<file path="src/rtl/iter_mul_unit.sv">
// iter_mul_unit: multi-cycle MUL/MLA/UMULL/UMLAL/SMULL/SMLAL retiring BPC multiplier bits per cycle
module iter_mul_unit #(
   parameter int WIDTH = 32,
   parameter int BPC   = 4
) (
   input  logic             i_clk,
   input  logic             i_reset,
   input  logic             i_start,
   input  logic [2:0]       i_cmd,
   input  logic [WIDTH-1:0] i_a,
   input  logic [WIDTH-1:0] i_b,
   input  logic [WIDTH-1:0] i_c,
   input  logic [WIDTH-1:0] i_d,
   output logic             o_busy,
   output logic             o_done,
   output logic [WIDTH-1:0] o_ret1,
   output logic [WIDTH-1:0] o_ret2,
   output logic             o_n,
   output logic             o_z
);
   localparam int S  = WIDTH / BPC;
   localparam int CW = $clog2(S + 1);
   localparam int PW = 2 * WIDTH;
   typedef enum logic [1:0] {IDLE, RUN, FIN} state_t;
   state_t           r_state;
   logic [2:0]       r_cmd;
   logic             r_neg;
   logic [PW-1:0]    r_mcand;
   logic [PW-1:0]    r_prod;
   logic [WIDTH-1:0] r_mplier;
   logic [WIDTH-1:0] r_c;
   logic [WIDTH-1:0] r_d;
   logic [CW-1:0]    r_cnt;
   logic             w_sgn;
   logic             w_long;
   logic [WIDTH-1:0] w_mag_a;
   logic [WIDTH-1:0] w_mag_b;
   logic [PW-1:0]    w_pp;
   logic [PW-1:0]    w_signed;
   logic [PW-1:0]    w_acc;
   logic [PW-1:0]    w_res;
   // magnitudes stay WIDTH bits wide: the most negative value maps to 2^(WIDTH-1) exactly
   assign w_sgn    = i_cmd[2:1] == 2'b11;
   assign w_mag_a  = (w_sgn && i_a[WIDTH-1]) ? -i_a : i_a;
   assign w_mag_b  = (w_sgn && i_b[WIDTH-1]) ? -i_b : i_b;
   assign w_pp     = r_mcand * PW'(r_mplier[BPC-1:0]);
   assign w_long   = r_cmd[2];
   assign w_signed = r_neg ? -r_prod : r_prod;
   assign w_acc    = (w_long && r_cmd[0]) ? {r_c, r_d} : (r_cmd == 3'b001) ? PW'(r_d) : '0;
   assign w_res    = w_signed + w_acc;
   always_ff @(posedge i_clk or posedge i_reset) begin
      if (i_reset) begin
         r_state  <= IDLE;
         r_cmd    <= '0;
         r_neg    <= 1'b0;
         r_mcand  <= '0;
         r_prod   <= '0;
         r_mplier <= '0;
         r_c      <= '0;
         r_d      <= '0;
         r_cnt    <= '0;
         o_busy   <= 1'b0;
         o_done   <= 1'b0;
         o_ret1   <= '0;
         o_ret2   <= '0;
         o_n      <= 1'b0;
         o_z      <= 1'b0;
      end else begin
         o_done <= 1'b0;
         case (r_state)
            IDLE: if (i_start) begin
               r_state  <= RUN;
               o_busy   <= 1'b1;
               r_cmd    <= i_cmd;
               r_neg    <= w_sgn & (i_a[WIDTH-1] ^ i_b[WIDTH-1]);
               r_mcand  <= PW'(w_mag_a);
               r_mplier <= w_mag_b;
               r_c      <= i_c;
               r_d      <= i_d;
               r_prod   <= '0;
               r_cnt    <= CW'(S);
            end
            RUN: begin
               r_prod   <= r_prod + w_pp;
               r_mcand  <= r_mcand << BPC;
               r_mplier <= r_mplier >> BPC;
               r_cnt    <= r_cnt - CW'(1);
               if (r_cnt == CW'(1)) r_state <= FIN;
            end
            FIN: begin
               o_ret1  <= w_long ? w_res[PW-1:WIDTH] : '0;
               o_ret2  <= w_res[WIDTH-1:0];
               o_n     <= w_long ? w_res[PW-1] : w_res[WIDTH-1];
               o_z     <= w_long ? (w_res == '0) : (w_res[WIDTH-1:0] == '0);
               o_done  <= 1'b1;
               o_busy  <= 1'b0;
               r_state <= IDLE;
            end
            default: r_state <= IDLE;
         endcase
      end
   end
endmodule
</file>
<file path="config.mk">
export PLATFORM = sky130hd
export DESIGN_NAME = iter_mul_unit
export DESIGN_NICKNAME = d
export VERILOG_FILES = /design/src/rtl/iter_mul_unit.sv
export SDC_FILE = /design/constraint.sdc
export NUM_CORES = 2
export LEC_CHECK = 0
export ABC_AREA = 1
export CORE_AREA = 2 2 311 190
export CTS_BUF_LIST = sky130_fd_sc_hd__clkbuf_2 sky130_fd_sc_hd__clkbuf_4 sky130_fd_sc_hd__clkbuf_8
export CTS_CLUSTER_DIAMETER = 100
export DETAILED_ROUTE_END_ITERATION = 10
export DIE_AREA = 0 0 313 192
export PLACE_DENSITY = 0.75
export SYNTH_ARGS = -nofsm -noshare
export SYNTH_HDL_FRONTEND = slang
export SYNTH_SLANG_ARGS = --single-unit
</file>
<file path="constraint.sdc">
create_clock -name i_clk -period 12.35 [get_ports i_clk]
set_input_delay 2.47 -clock i_clk [delete_from_list [all_inputs] [get_ports i_clk]]
set_output_delay 2.47 -clock i_clk [all_outputs]
set_load 0.005 [all_outputs]
</file>
* After elaboration in Yosys (flattened, before gate mapping)
Index checks and enable logic that the tools add are counted.
** Word-level totals
- Word-level logic and storage cells :: 65
- Output and inout bits :: 68
- Register bits after elaboration :: 302
** Operators by class
- Reduce and logical (&&, ||, !) cells :: 12
- Bitwise logic cells :: 2
- Multiplexer cells :: 22
- Add/sub/neg operators :: 6
- Eq/ne operators :: 7
- Multipliers :: 1
** Operator list (number)
- $mux 64 :: 4
- $pmux 64 s2 :: 2
- $mux 32 :: 5
- $add 64x64->64 :: 2
- $logic_not 64->1 :: 1
- $mul 64x4->64 :: 1
- $neg 32->32 :: 2
- $neg 64->64 :: 1
- $pmux 32 s2 :: 1
- $logic_not 32->1 :: 1
- $pmux 4 s2 :: 1
- $reduce_and 2->1 :: 4
- $eq 2x2->1 const B :: 2
- $eq 4x1->1 const B :: 1
- $mux 1 :: 4
- $mux 2 :: 2
- $mux 4 :: 1
- $ne 2x2->1 const B :: 2
- $pmux 2 s2 :: 1
- $reduce_bool 2->1 :: 2
- $sub 4x1->4 const B :: 1
- $eq 3x1->1 const B :: 1
- $logic_and 1x1->1 :: 3
- $eq 2x1->1 const B :: 1
- 4 further kinds :: 4

* Longest topological paths before layout
- Word-level depth :: 6
- Mapped depth :: 36
- Gate-level depth less buffers :: 36

* Least setup slack after synthesis
Ideal clock, no wire load.
- Path kind :: reg2reg
- Start point :: reg r_mplier[1]
- End point :: reg r_prod[38]
- Library setup time :: 127 ps
- Stages on the path, launching flop included :: 23
- Setup slack :: 8116 ps
- Data arrival time :: 4107 ps
- Path buffers :: 2
- Path through :: dfrtp_1 clkbuf_1 clkbuf_1 nand2_1 inv_1 fa_1 fa_1 inv_1 fa_1 inv_1 ha_1 nand2_1 nor2_1 nand2_1 o21ai_1 inv_2 o21ai_2 nand2_1 nand2_1 a21boi_1 or2_2 nand3_1 o21ai_1
** On the way
- Word-level cells in the longest chain between the ends :: 3
** Ends and longest elaborated chain
- start, declared :: RTL line 30 : logic [WIDTH-1:0] r_mplier;
- start signal, assigned :: RTL line 77 : r_mplier <= w_mag_b;
- start signal, assigned :: RTL line 86 : r_mplier <= r_mplier >> BPC;
- $mul 64x4->64 :: RTL line 46 : assign w_pp = r_mcand * PW'(r_mplier[BPC-1:0]);
- $add 64x64->64 :: RTL line 84 : r_prod <= r_prod + w_pp;
- $pmux 64 s2 :: RTL line 70 : case (r_state)
- end signal, assigned :: RTL line 84
- end, declared :: RTL line 29 : logic [PW-1:0] r_prod;
Every way passes these cells.
A chain may end at the register's enable or synchronous reset.

* Final worst setup path
- Start point :: reg r_prod[24]
- End point :: reg o_z
** On the way
- Word-level cells in the longest chain between the ends :: 5
- Elaborated cells between the ends (all ways) :: 6
- Those cells by class :: 2 x add/sub; 2 x mux; 2 x reduce/logical
** Ends and longest elaborated chain
- $neg 64->64 :: RTL line 48 : assign w_signed = r_neg ? -r_prod : r_prod;
- $mux 64 * :: RTL line 48
- $add 64x64->64 * :: RTL line 50 : assign w_res = w_signed + w_acc;
- $logic_not 64->1 or $logic_not 32->1 (tied branches) :: RTL line 94 : o_z <= w_long ? (w_res == '0) : (w_res[WIDTH-1:0] == '0);
- $mux 1 * :: RTL line 94
- end signal, assigned :: RTL line 94
- end, declared :: RTL line 19 : output logic o_z
Every way passes the cells marked *; elsewhere a longest branch is shown, timed or not.

==> flow_metrics.tcl <==
set metrics [dict create \
    synth-simple-area-share_pct 28.0 \
    grt-ovfl-total 0 \
    hp-class "flop to flop" \
    cts-htree-levels 2 \
    synth_flop_cell "dfrtp_1" \
    ys_ff_latch 302 \
    rsz0062_at_grt "false" \
    worstPathBufferInverterCount 4 \
    worstPathArrival_ns 6.40 \
    finalWorstSetupSlack_ns 6.53 \
    via_per_inst 5.37 \
    setup_viol 0 \
    dpl-instance-area_mm2 0.0340 \
    die_w_um 313 \
    path_common_cell "nand2_1" \
    preCtsSetupSlack_ns 7.12 \
    path_max_fanout 5 \
    core_area_mm2 0.0571 \
    dr_total_vias 30600 \
    drc_errors 0 \
    timing.max_cap.violations 0 \
    die-area_mm2 0.0601 \
    cts_setup_buffers 0 \
    dr.pass1.iters 9 \
    status "completed" \
    avgRoutedWirePerCell_um 17.9 \
    grtUsageTotal_pct 34.4 \
    crit_slowest_cell "nor2_1" \
    cts_root_buf "clkbuf_8" \
    grt_pass1_wl_um 160000 \
    grt_start_max_net_pins 107 \
    io_buffers 201 \
    synth-xor-area-share_pct 4.23 \
    crit_family "simple AND/OR/NAND/NOR gates" \
    synth_area_per_cell_um2 6.60 \
    crit_type "flop to flop" \
    clock-sinks 302 \
    cts.repair.resized 0 \
    cts_tree "yes" \
    clk_path_buf_depth 3 \
    synth_cells 4730 \
    critical_path_required_ns 12.93 \
    n_antenna_cell 0 \
    synthMuxAreaShare_pct 0 \
    ios 202 \
    start_kind "flop" \
    syn_nets 5182 \
    ys_warn_count 0 \
    nets 5343 \
    ys_types 54 \
    crit_path_end_kind "flop" \
    synth-edff-count 0 \
    drive_gt1_share_pct 4.69 \
    period_minus_slack_ns 5.82 \
    finalCritPeriodShare_pct 47.1 \
    holdWs_ns 0.478 \
    ant_nets 0 \
    synth_compound_area_share_pct 12.8 \
    worst_pin_slew_ns 1.03 \
    fin_area_mm2 0.0351 \
    dp.final_hpwl_um 82100 \
    hold_viol_final 0 \
    drtIter0Drc 3351 \
    finalClockSkew_ns 0.0636 \
    ys_seq_area_share_pct 24.2 \
    synth_top_family_by_area "simple AND/OR/NAND/NOR gates" \
    tns_ns 0 \
    slew_headroom_pct 31.2 \
    antenna_found_initial 0 \
    slowest_delay_ns 0.53 \
    cts_hold_buffers 0 \
    gp_congestion 1.07 \
    netlist_area_mm2 0.0312 \
    insertion_delay_ns 0.69 \
    clkTransAtPathRegs_ns 0.07 \
    syn2layout_area_growth_pct 12.4 \
    fmaxAchievable_mhz 172 \
    slew_violations 0 \
    cts_buffers 48 \
    start_util_pct 54.7 \
    yosys.area_share.adder_pct 17.1 \
    rows 68 \
    totalWireLength_um 102000 \
    synth_async_sr_flop_share_pct 100 \
    die_h_um 192 \
    grt_pass1_vias 28700 \
]
==> layout by cell type (no fill, tap or decap), drive strengths merged, types with 2 or more instances in the layout <==
cell	instances
a21boi	6
a21o	10
a21oi	186
a22o	14
a22oi	54
a31oi	18
a32o	2
and3	5
buf	24
bufinv	4
clkbuf	72
clkdlybuf4s50	201
clkinv	4
clkinvlp	4
dfrtp	302
fa	183
ha	135
inv	1016
nand2	1373
nand3	134
nand3b	14
nand4	42
nor2	480
nor3	39
nor4	26
o2111ai	2
o211ai	6
o21a	6
o21ai	321
o21bai	19
o22ai	56
o31ai	3
or2	9
xnor2	26
xor2	125
==> cell usage after synthesis, types with 4 or more instances <==
cell	n	area [µm²]
o21bai_1	19	143
fa_1	183	3660
o21ai_0	293	1470
ha_1	135	1690
o21ai_1	21	105
o211ai_1	6	45.0
nor2_4	6	67.6
a21oi_1	185	926
inv_1	1000	3750
buf_1	11	41.3
o21ai_2	6	52.6
o21a_1	6	45.0
nand3_1	129	646
dfrtp_1	302	7560
nor4_1	25	156
o22ai_1	56	350
or2_2	6	37.5
a21o_1	10	75.1
nand2_2	19	119
xor2_1	125	1090
clkbuf_1	103	387
nor2_2	36	225
a22oi_1	54	405
nor3_1	29	145
nand4_1	39	244
nand3b_1	13	97.6
xnor2_1	26	228
a31oi_1	18	113
a21boi_0	4	30.0
inv_2	16	60.1
nor3_2	9	90.1
and3_1	5	31.3
a22o_1	14	123
nand2_1	1354	5080
nand3_2	5	50.1
nor2_1	438	1640
==> cell type report <==
type | instances | area, µm²
Clock buffer | 72 | 935
Clock inverter | 12 | 170
Fill cell | 5447 | 22000
Inverter | 1016 | 3820
Multi-Input combinational cell | 3298 | 19500
Sequential cell | 302 | 7560
Tap cell | 770 | 963
Timing Repair Buffer | 225 | 2190
==> flip-flops by register name (all words and copies together) (netlist names), 4 cells and up <==
register,count
r_mcand,64
r_prod,64
o_ret1,32
o_ret2,32
r_c,32
r_d,32
r_mplier,32
r_cnt,4
==> worst paths after layout <==
kind / start / end / slack, ns / depth (start not counted)
max in group asynchronous: i_reset / r_mplier[0] / 8.53 / 3
min: o_ret1[1] / o_ret1[1] / 0.48 / 1
max reg2reg: r_prod[24] / o_z / 6.53 / 29
min reg2reg: o_ret1[1] / o_ret1[1] / 0.48 / 1
min in group asynchronous: i_reset / r_d[13] / 2.39 / 2
max: r_prod[24] / o_z / 6.53 / 29
==> per-layer routing <==
layer  wire length (µm)  vias to the layer above  track usage [%]  part of all wire, %
met5                172                        -             2.03                 0.17
met4               1850                        2             6.40                  1.8
met3              12900                      124             11.6                   13
met2              38500                     1342             46.4                   38
met1              48300                    14200             52.7                   47
li1                   -                    14900                -                    -
==> cells by family after synthesis <==
family,Yosys count
compound gates,706
fa+ha+maj,318
simple gates,2123
xor+xnor,151
buf+inv,1130
flops,302
==> through the flow <==
stage               util, %  instances
CTS                    61.5       5695
global placement       59.6       5611
floorplan                 -       4730
finish                 61.5       5695
global route           61.5       5695
detailed placement     59.6       5611
Power is left out: the tool's default activity adds up to more than one toggle a clock period on the data nets, which glitch-free logic cannot reach.
